===== config.mk =====
export PLATFORM = sky130hd
export DESIGN_NAME = ser_loader4
export DESIGN_NICKNAME = d
export VERILOG_FILES = /design/src/rtl/ser_loader4.sv
export SDC_FILE = /design/constraint.sdc
export NUM_CORES = 1
export LEC_CHECK = 0
export CORE_AREA = 4 4 41 43
export CTS_CLUSTER_SIZE = 24
export DETAILED_ROUTE_END_ITERATION = 16
export DIE_AREA = 0 0 45 47
export GPL_TIMING_DRIVEN = 0
export PLACE_DENSITY = 0.8
export SYNTH_ARGS = -nofsm -noshare
export SYNTH_HDL_FRONTEND = slang
export SYNTH_SLANG_ARGS = --single-unit

===== constraint.sdc =====
create_clock -name clk -period 3.25 [get_ports clk]
set_clock_uncertainty 0.15 [all_clocks]
set_input_delay 0.4875 -clock clk [delete_from_list [all_inputs] [get_ports clk]]
set_output_delay 0.4875 -clock clk [all_outputs]
set_load 0.005 [all_outputs]

===== src/rtl/ser_loader4.sv =====
// ser_loader4: serial-to-parallel word assembler with a downstream load strobe.
// Collects WIDTH valid serial bits after a start request. When the last bit
// is accepted it publishes the word on d_out and, in the next cycle, pulses
// load_en once so a downstream register can capture it.
//
// Ports:
//   clk        rising-edge clock
//   reset      synchronous active-low reset
//   start      begin a new word (only honoured when idle)
//   bit_valid  serial_in holds a valid bit this cycle
//   serial_in  serial data bit
//   abort      drop the word in progress (only while shifting)
//   d_out      last complete word; changes only when a word completes
//   load_en    one-cycle strobe for the downstream register enable
//   busy       high while shifting or loading
//   bit_cnt    bits accepted in the current word
module ser_loader4 #(
    parameter int unsigned WIDTH     = 4,
    parameter bit          MSB_FIRST = 1'b1,
    localparam int unsigned CntW     = $clog2(WIDTH + 1)
) (
    input  logic             clk,
    input  logic             reset,
    input  logic             start,
    input  logic             bit_valid,
    input  logic             serial_in,
    input  logic             abort,
    output logic [WIDTH-1:0] d_out,
    output logic             load_en,
    output logic             busy,
    output logic [CntW-1:0]  bit_cnt
);

    typedef enum logic [1:0] {StIdle, StShift, StLoad} state_e;

    state_e            state_q, state_d;
    logic [WIDTH-1:0]  sr_q, sr_d;
    logic [WIDTH-1:0]  sr_shift;
    logic [CntW-1:0]   cnt_q, cnt_d;
    logic [WIDTH-1:0]  dout_q, dout_d;
    logic              load_q, load_d;
    logic              busy_q, busy_d;

    // MSB-first pushes bits in from the bottom so the first bit ends up on top;
    // LSB-first pushes in from the top so the first bit ends up at bit 0.
    assign sr_shift = MSB_FIRST ? {sr_q[WIDTH-2:0], serial_in}
                                : {serial_in, sr_q[WIDTH-1:1]};

    always_comb begin
        state_d = state_q;
        sr_d    = sr_q;
        cnt_d   = cnt_q;
        dout_d  = dout_q;
        unique case (state_q)
            StIdle: begin
                // abort is meaningless here, so start always wins
                if (start) begin
                    state_d = StShift;
                    cnt_d   = '0;
                    sr_d    = '0;
                end
            end
            StShift: begin
                // abort beats a valid bit in the same cycle
                if (abort) begin
                    state_d = StIdle;
                    cnt_d   = '0;
                end else if (bit_valid) begin
                    sr_d  = sr_shift;
                    cnt_d = cnt_q + CntW'(1);
                    if (cnt_q == CntW'(WIDTH - 1)) begin
                        state_d = StLoad;
                        dout_d  = sr_shift;
                    end
                end
            end
            StLoad: begin
                // start and abort are both ignored; bit_cnt keeps WIDTH
                state_d = StIdle;
            end
            default: begin
                state_d = StIdle;
            end
        endcase
        // Outputs are decoded from the next state so they come straight off flops.
        load_d = (state_d == StLoad);
        busy_d = (state_d != StIdle);
    end

    always_ff @(posedge clk) begin
        if (!reset) begin
            state_q <= StIdle;
            sr_q    <= '0;
            cnt_q   <= '0;
            dout_q  <= '0;
            load_q  <= 1'b0;
            busy_q  <= 1'b0;
        end else begin
            state_q <= state_d;
            sr_q    <= sr_d;
            cnt_q   <= cnt_d;
            dout_q  <= dout_d;
            load_q  <= load_d;
            busy_q  <= busy_d;
        end
    end

    assign d_out   = dout_q;
    assign load_en = load_q;
    assign busy    = busy_q;
    assign bit_cnt = cnt_q;

endmodule


==> summary.md, run 1 <==
| Metric | Value |
|---|---|
| Area Growth Syn to Fin | `31.8%` |
| Post-CTS Setup Bufs | `0` |
| Starting Density | `44.8%` |
| Hpwl dp | `between 700 and 800 um` |
| Period utilization | `56.6%` |
| Root Buffer Master | `clkbuf_4` |
| Crit path buffers/inverters | `1` |
| Critical Path Fanout Max | `4` |
| Synth top area share | `between 40% and 50%` |
| Clock tree buffer depth | `2` |
| Grt ovf | `0` |
| Final Hold Vio Count | `0` |
| HP Class | `flop to flop` |
| WP data arrival | `around 1.2 ns` |
| Die Width | `between 40 and 50 um` |
| DR WL met3 | `a little under 50 um` |
| RSZ-0062 raised after global routing | `no` |
| Placed Area | `~730 sq um` |
| Clk_lat worst skew | `0.29 ns` |
| CP top delay family | `buffers and inverters` |
| Post-CTS Hold Fix Bufs | `0` |
| Largest area contributor in the netlist | `dfxtp_1` |
| Placed cell count | `86` |
| Htree depth | `1` |
| Slew Limit Headroom | `between 70% and 80%` |
| DRT antenna net count | `0` |
| Critical path type | `flop to output pin` |
| Num CTS Buffers | `3` |
| DIE AREA | `between 0.002 and 0.0025 sq mm` |
| Count of final setup violators | `0` |
| Diodes inserted | `0` |
| Vias in the first global route | `around 460` |
| Fin nets | `84` |
| Synth warn | `0` |
| Critical path endpoint category | `output pin` |
| Crit path cell chain | `clkdlybuf4s50_1` |
| Clk sink count | `14` |
| Global-route usage over all layers | `about an eighth` |
| 1st-iter DRT viols | `8` |
| Reg clk slew, reported paths | `about 0.10 ns` |
| Slew Limit Fails | `0` |
| Critical Path RT | `around 2.6 ns` |
| Syn_area_per_cell | `10.1 sq um` |
| Leak Pwr | `about 0.28 nW` |
| Commonest cells post-synth | `dfxtp_1, nand2_1, mux2i_1` |
| Fmax | `0.544 GHz` |
| Pre-antenna DRT Iters | `3` |
| Placer congestion estimate | `about 0.73` |
| Row count | `13` |
| Setup ws final | `between 1 and 1.5 ns` |
| Initial antenna violation count | `0` |
| MaxCap Viol Count | `0` |
| Share of post-route cells with drive strength above 1 | `between 10% and 20%` |
| DR top layer | `met4` |
| DRC viols | `0` |
| Drt total wl | `about 1.1 mm` |
| Setup TNS Final | `0 ns` |
| Post-Place Worst Slack | `around 1.3 ns` |
| DR vias | `between 400 and 500` |
| Worst Tran Pin Value | `~0.36 ns` |
| Yosys reg bits | `14` |
| Register area share after synthesis | `about half` |
| Cell count after synthesis | `58` |
| Worst vdd ir | `256 uV` |
| Post-Syn Area | `about 580 sq um` |
| Non-Filler Instances | `90` |
| Wire length on met1 | `between 400 and 500 um` |
| Async S/R FF share, synth | `0%` |
| Distinct cells, synth | `18` |
| WL met2 | `487 um` |
| First-pass GRT wire length | `between 1.5 and 2 mm` |
| WL/cell | `between 10 and 15 um` |
| Vias/cell | `about 5.1` |
| P per Cell Area | `about 430 mW/mm^2` |
| Core area | `0.00130 sq mm` |
| Top FF cell, synth | `dfxtp_1` |
| CP Launch Type | `flop` |
| EDFF count, synth | `0` |
| Crit path largest cell delay | `about 0.52 ns` |
| Critical-path top delay cell | `clkdlybuf4s50_1` |
| Cell area after layout | `~770 sq um` |
| DIE HEIGHT | `~47 um` |
| Post-CTS sizing | `0` |
| Top Ports | `15` |
| PortBufs | `13` |
| Run status | `complete, no violations` |
| Syn nets | `between 60 and 70` |
| Crit path time final | `~1.8 ns` |
| Largest net degree at the start of global routing | `11` |
| Synth top area cells | `dfxtp_1, mux2i_1, nand2_1` |
| CTS tree | `built` |
[area by class of cell]
type	count	area (sq um)
Fill cell	120	533
Multi-Input combinational cell	40	285
Sequential cell	14	280
Timing Repair Buffer	13	130
Clock buffer	4	36.3
Tap cell	15	18.8
Buffer	2	10.0
Inverter	2	7.51
[power breakdown]
part	internal (mW)	switching [mW]	leakage, nW
combinational	0.0141	0.0119	0.148
sequential	0.174	0.00201	0.113
clock	0.0682	0.0603	0.0210
total	0.256	0.0742	0.283
[stage by stage]
stage               hold slack, ns  utilization [%]  total power [mW]
global route                 0.343             59.0             0.338
detailed placement           0.297             56.3             0.206
CTS                          0.317             59.0             0.332
finish                       0.315             59.0             0.330
floorplan                    0.297                -             0.195
global placement             0.295             56.3             0.206
[per-layer routing]
layer,vias to the layer above,global-route usage (%)
met4,0,12.3
met5,-,0
met1,210,14.7
met3,4,2.30
li1,234,-
met2,11,20.1
[cells by family after synthesis]
family,Yosys count,share of synthesized area [%]
simple gates,24,24.9
flops,14,48.1
compound gates,7,7.72
mux,7,12.0
buf+inv,4,3.00
fa+ha+maj,2,4.29
[state kept, by name, indices dropped and copies added, names as in the netlist]
name and count:
d_out 4, bit_cnt 3, sr_q 3, state_q 2, busy 1, load_en 1
[path summary, 6_finish.rpt]
path,startpoint,slack [ns],cells past startpoint,end
worst min-delay path,d_out[3]$_SDFFE_PN0P_,0.31,2,d_out[3]$_SDFFE_PN0P_
worst max-delay path,bit_cnt[0]$_SDFFE_PN0P_,1.41,1,bit_cnt[0]
worst min register to register,d_out[3]$_SDFFE_PN0P_,0.31,2,d_out[3]$_SDFFE_PN0P_
worst max register to register,bit_cnt[0]$_SDFFE_PN0P_,1.69,5,d_out[2]$_SDFFE_PN0P_
[layout by cell type (no fill, tap or decap), drive strengths merged]
| cell type | netlist | final |
|---|---|---|
| nand3b | 2 | 2 |
| nand2 | 14 | 14 |
| nand4bb | 1 | 1 |
| o221a | 1 | 1 |
| buf | 2 | 2 |
| ha | 2 | 2 |
| and2 | 2 | 2 |
| mux2i | 7 | 7 |
| nand2b | 2 | 2 |
| o21ai | 1 | 1 |
| nand3 | 1 | 1 |
| nor3b | 1 | 1 |
| a21oi | 2 | 2 |
| dfxtp | 14 | 14 |
| inv | 2 | 2 |
| clkbuf | 0 | 4 |
| clkdlybuf4s50 | 0 | 13 |
| o22ai | 3 | 3 |
| nor3 | 1 | 1 |
(Power assumes the default switching activity.)
==> run 2, diff against run 1 <==
- CORE_AREA: 4 4 41 43 -> unset
- CORE_MARGIN: unset -> 4
- CORE_UTILIZATION: unset -> 40
- DIE_AREA: 0 0 45 47 -> unset
- PLACE_DENSITY: 0.8 -> 0.77
- clock period: 3.25 -> 1.6 ns (I/O delays scaled with it)
==> summary.md, run 2 (synthesis gave the netlist of run 1 again) <==
| Metric | Value |
|---|---|
| Max reg flops | `4` |
| Period utilization | `between 90% and 100%` |
| Critical Path Fanout Max | `3` |
| DR WL met3 | `~60 um` |
| Critical-path top delay cell | `clkdlybuf4s50_1` |
| Fmax | `roughly 0.65 GHz` |
| DR top layer | `met4` |
| FF-to-FF path depth | `6` |
| Startpoint of the worst hold path | `reset` |
| Fin nets | `86` |
| Fill cells | `~120` |
| Starting Density | `43.7%` |
| Hpwl dp | `approximately 800 um` |
| HP Class | `input pin to flop` |
| DRC viols | `0` |
| Die Width | `46.2 um` |
| Critical path type | `flop to output pin` |
| Hold depth | `3` |
| Global-route usage over all layers | `a little under an eighth` |
| WL/cell | `roughly 12 um` |
| Clk_lat worst skew | `about 0.28 ns` |
| Vias in the first global route | `roughly 400` |
| Crit path largest cell delay | `0.52 ns` |
| DRT antenna net count | `0` |
| Count of final setup violators | `0` |
| Top Ports | `15` |
| CTS tree | `built` |
| Crit path time final | `~1.5 ns` |
| Htree depth | `1` |
| Setup TNS Final | `0 ns` |
| Wire length on met1 | `489 um` |
| Slew Limit Fails | `0` |
| Placer congestion estimate | `between 0.7 and 0.8` |
| Crit path cell chain | `clkdlybuf4s50_1` |
| DIE AREA | `between 0.002 and 0.0025 sq mm` |
| Pre-antenna DRT Iters | `4` |
| Placed Area | `732 sq um` |
| Hold Path End | `bit_cnt[0]$_SDFFE_PN0P_` |
| Num CTS Buffers | `3` |
| Largest net degree at the start of global routing | `11` |
| DR vias | `about 480` |
| Worst Tran Pin Value | `roughly 0.27 ns` |
| Most common cell after layout, fill and taps aside | `nand2_1` |
| Grt ovf | `0` |
| Area Growth Syn to Fin | `34.5%` |
| CP top delay family | `buffers and inverters` |
| PortBufs | `13` |
| Launch point of the worst reg-to-reg path | `bit_cnt[1]$_SDFFE_PN0P_` |
| 1st-iter DRT viols | `7` |
| Critical Path RT | `~1.2 ns` |
| R2r setup slk | `roughly 0.13 ns` |
| Most frequent cells in the layout | `nand2_1, dfxtp_1, clkdlybuf4s50_1, mux2i_1` |
| Diodes inserted | `0` |
| Row count | `13` |
| DIE HEIGHT | `46.2 um` |
| Clock tree buffer depth | `2` |
| Worst vdd ir | `between 500 and 600 uV` |
| Pwr Total | `roughly 660 uW` |
| Non-Filler Instances | `between 90 and 100` |
| Crit path buffers/inverters | `1` |
| Drt total wl | `1.07 mm` |
| Post-CTS Hold Fix Bufs | `0` |
| Slew Limit Headroom | `about four fifths` |
| Leak Pwr | `0.294 nW` |
| RSZ-0062 raised after global routing | `no` |
| Share of post-route cells with drive strength above 1 | `between 10% and 20%` |
| MaxCap Viol Count | `0` |
| Run status | `complete, no violations` |
| WL met2 | `~500 um` |
| Initial antenna violation count | `0` |
| Clk sink count | `14` |
| Root Buffer Master | `clkbuf_4` |
| Placed cell count | `86` |
| Reg clk slew, reported paths | `around 0.080 ns` |
| Critical path endpoint category | `output pin` |
| Vias/cell | `between 5 and 6` |
| Final Hold Vio Count | `0` |
| First-pass GRT wire length | `1.68 mm` |
| Core area | `0.00133 sq mm` |
| CP Launch Type | `flop` |
| Worst hold slack | `between 0.1 and 0.15 ns` |
| Reg2reg end | `d_out[1]$_SDFFE_PN0P_` |
| WP data arrival | `1.16 ns` |
| Cell area after layout | `between 700 and 800 sq um` |
| P per Cell Area | `roughly 850 mW/mm^2` |
==> run 2: cell count changes in the layout (fill, tap and decap cells not counted), sizes merged <==
| cell | previous run | this run |
|---|---|---|
| buf | 2 | 4 |
==> run 2: how the worst max path moves through the flow <==
stage,from,slack (ns),to,cells after the start
4_1_cts,bit_cnt[0]$_SDFFE_PN0P_,0.02,bit_cnt[0],1
2_1_floorplan,bit_cnt[0]$_SDFFE_PN0P_,0.23,d_out[0]$_SDFFE_PN0P_,5
3_5_place_dp,abort,-0.07,d_out[0]$_SDFFE_PN0P_,4
6_report,bit_cnt[2]$_SDFFE_PN0P_,0.05,bit_cnt[2],1
3_3_place_gp,abort,-0.04,d_out[1]$_SDFFE_PN0P_,4
5_1_grt,bit_cnt[2]$_SDFFE_PN0P_,0.007,bit_cnt[2],1
==> run 2: what timing repair did <==
action	4_1_cts	5_1_grt
setup buffers	0	2
endpoints found under the setup margin	0	4
resized for setup	0	1
==> run 2: power breakdown <==
| part | leakage [nW] | internal, mW | total, mW | switching, mW |
|---|---|---|---|---|
| clock | 0.0210 | 0.138 | 0.253 | 0.115 |
| combinational | 0.159 | 0.0286 | 0.0529 | 0.0242 |
| sequential | 0.114 | 0.353 | 0.357 | 0.00421 |
==> run 2: cell type report <==
type	instances	area, sq um	area share, %
well taps	15	18.8	2.39
flip-flops and latches	14	282	35.9
multi-input cells	40	285	36.4
plain buffers	2	10.0	1.28
clock buffers	4	36.3	4.63
repair buffers	15	145	18.5
inverters	2	7.51	0.957
==> run 2: metrics by stage <==
stage,worst slack (ns),utilization [%]
detailed placement,-0.0670,54.9
CTS,0.0212,57.6
global route,0.00748,58.8
floorplan,0.227,-
global placement,-0.0448,54.9
finish,0.0546,58.8
==> run 2: metal layers <==
layer | up-vias | global-route usage [%]
met5 | - | 0
met2 | 16 | 17.6
met4 | 0 | 6.82
li1 | 238 | -
met1 | 221 | 13.0
met3 | 4 | 4.69
==> run 3, diff against run 2 <==
- CORE_MARGIN: 4 -> unset
- RECOVER_POWER: unset -> 100
==> summary.md, run 3 (synthesis gave the netlist of run 1 again) <==
| Metric | Value |
|---|---|
| Run status | `complete, no violations` |
| Hpwl dp | `~750 um` |
| Post-CTS Hold Fix Bufs | `0` |
| Slew Limit Fails | `0` |
| Critical path endpoint category | `output pin` |
| Crit path buffers/inverters | `1` |
| Clock tree buffer depth | `2` |
| Worst vdd ir | `~470 uV` |
| Vias/cell | `roughly 4.9` |
| First-pass GRT wire length | `1.40 mm` |
| DIE AREA | `between 0.0015 and 0.002 sq mm` |
| Critical path type | `flop to output pin` |
| CP top delay family | `buffers and inverters` |
| Reg clk slew, reported paths | `0.08 ns` |
| Final Hold Vio Count | `0` |
| Critical Path RT | `between 1 and 1.5 ns` |
| Crit path time final | `around 1.6 ns` |
| Initial antenna violation count | `0` |
| Core area | `around 0.0013 sq mm` |
| Launch point of the worst reg-to-reg path | `bit_cnt[0]$_SDFFE_PN0P_` |
| Grt ovf | `0` |
| Vias in the first global route | `between 300 and 400` |
| P per Cell Area | `850 mW/mm^2` |
| Post-CTS Setup Bufs | `0` |
| Fmax | `approximately 0.64 GHz` |
| HP Class | `input pin to flop` |
| Critical Path Fanout Max | `4` |
| Most frequent cells in the layout | `nand2_1, dfxtp_1, clkdlybuf4s50_1, mux2i_1` |
| Post-CTS sizing | `0` |
| Placer congestion estimate | `~0.72` |
| Critical-path top delay cell | `clkdlybuf4s50_1` |
| Startpoint of the worst hold path | `reset` |
| DRC viols | `0` |
| Global-route usage over all layers | `12.9%` |
| 1st-iter DRT viols | `9` |
| Final core utilization | `a little under three fifths` |
| Fill cells | `roughly 120` |
| Placed Area | `about 730 sq um` |
| Crit path largest cell delay | `~0.52 ns` |
| Drt total wl | `a little under 1 mm` |
| Root Buffer Master | `clkbuf_4` |
| Pwr Total | `between 600 and 700 uW` |
| Row count | `13` |
| Slew Limit Headroom | `77.0%` |
| Leak Pwr | `0.288 nW` |
| Clk sink count | `14` |
| Top Ports | `15` |
| Period utilization | `97.1%` |
| Htree depth | `1` |
| Area of the multi-input gates | `between 200 and 300 sq um` |
| Clk_lat worst skew | `about 0.27 ns` |
| Diodes inserted | `0` |
| Max reg flops | `4` |
| MaxCap Viol Count | `0` |
| CP Launch Type | `flop` |
| CTS tree | `built` |
| PortBufs | `13` |
| Pre-antenna DRT Iters | `3` |
| Largest net degree at the start of global routing | `11` |
| Area Growth Syn to Fin | `31.8%` |
| DIE HEIGHT | `roughly 40 um` |
| Count of final setup violators | `0` |
| Die Width | `roughly 40 um` |
| Crit. Startpoint | `bit_cnt[0]$_SDFFE_PN0P_` |
| Crit path cell chain | `clkdlybuf4s50_1` |
| WL/cell | `11.0 um` |
| Cell area after layout | `768 sq um` |
| FF+latch area | `about 280 sq um` |
| DR vias | `440` |
| Share of post-route cells with drive strength above 1 | `13.3%` |
| RSZ-0062 raised after global routing | `no` |
| Num CTS Buffers | `3` |
| Starting Density | `roughly 44%` |
| Worst Tran Pin Value | `roughly 0.34 ns` |
| WP data arrival | `roughly 1.2 ns` |
| DRT antenna net count | `0` |
| Fin nets | `between 80 and 90` |
[run 3: worst paths after layout]
| kind | to | slack, ns | cells past startpoint |
|---|---|---|---|
| max | bit_cnt[0] | 0.05 | 1 |
| min | bit_cnt[2]$_SDFFE_PN0P_ | 0.16 | 3 |
| max reg2reg | d_out[1]$_SDFFE_PN0P_ | 0.11 | 5 |
| min reg2reg | d_out[3]$_SDFFE_PN0P_ | 0.31 | 2 |
[run 3: routing by layer]
metal	GRT usage [%]	up-vias	routed length, um
met3	3.33	0	48
met5	0	-	0
li1	-	237	-
met1	18.3	194	513
met2	18.5	9	426
met4	5.00	0	0
[run 3: report_power, final]
part	leakage [nW]	switching, mW	internal [mW]
Clock	0.0210	0.106	0.138
Combinational	0.154	0.0239	0.0273
Sequential	0.113	0.00450	0.353
Total	0.288	0.135	0.518
[run 3: cell type report]
type | count | area share, %
Clock buffer | 4 | 4.72
Buffer | 2 | 1.30
Multi-Input combinational cell | 40 | 37.1
Sequential cell | 14 | 36.5
Tap cell | 15 | 2.44
Timing Repair Buffer | 13 | 16.9
Inverter | 2 | 0.977
[run 3: per-stage QoR]
step / setup WS (ns) / std cells / hold slack, ns / TNS [ns]
2_1_floorplan: 0.227 / 58 / 0.256 / 0
3_3_place_gp: -0.0375 / 86 / 0.296 / -0.127
3_5_place_dp: -0.0640 / 86 / 0.301 / -0.207
4_1_cts: 0.0351 / 90 / 0.153 / 0
5_1_grt: 0.00358 / 90 / 0.160 / 0
6_report: 0.0469 / 90 / 0.157 / 0
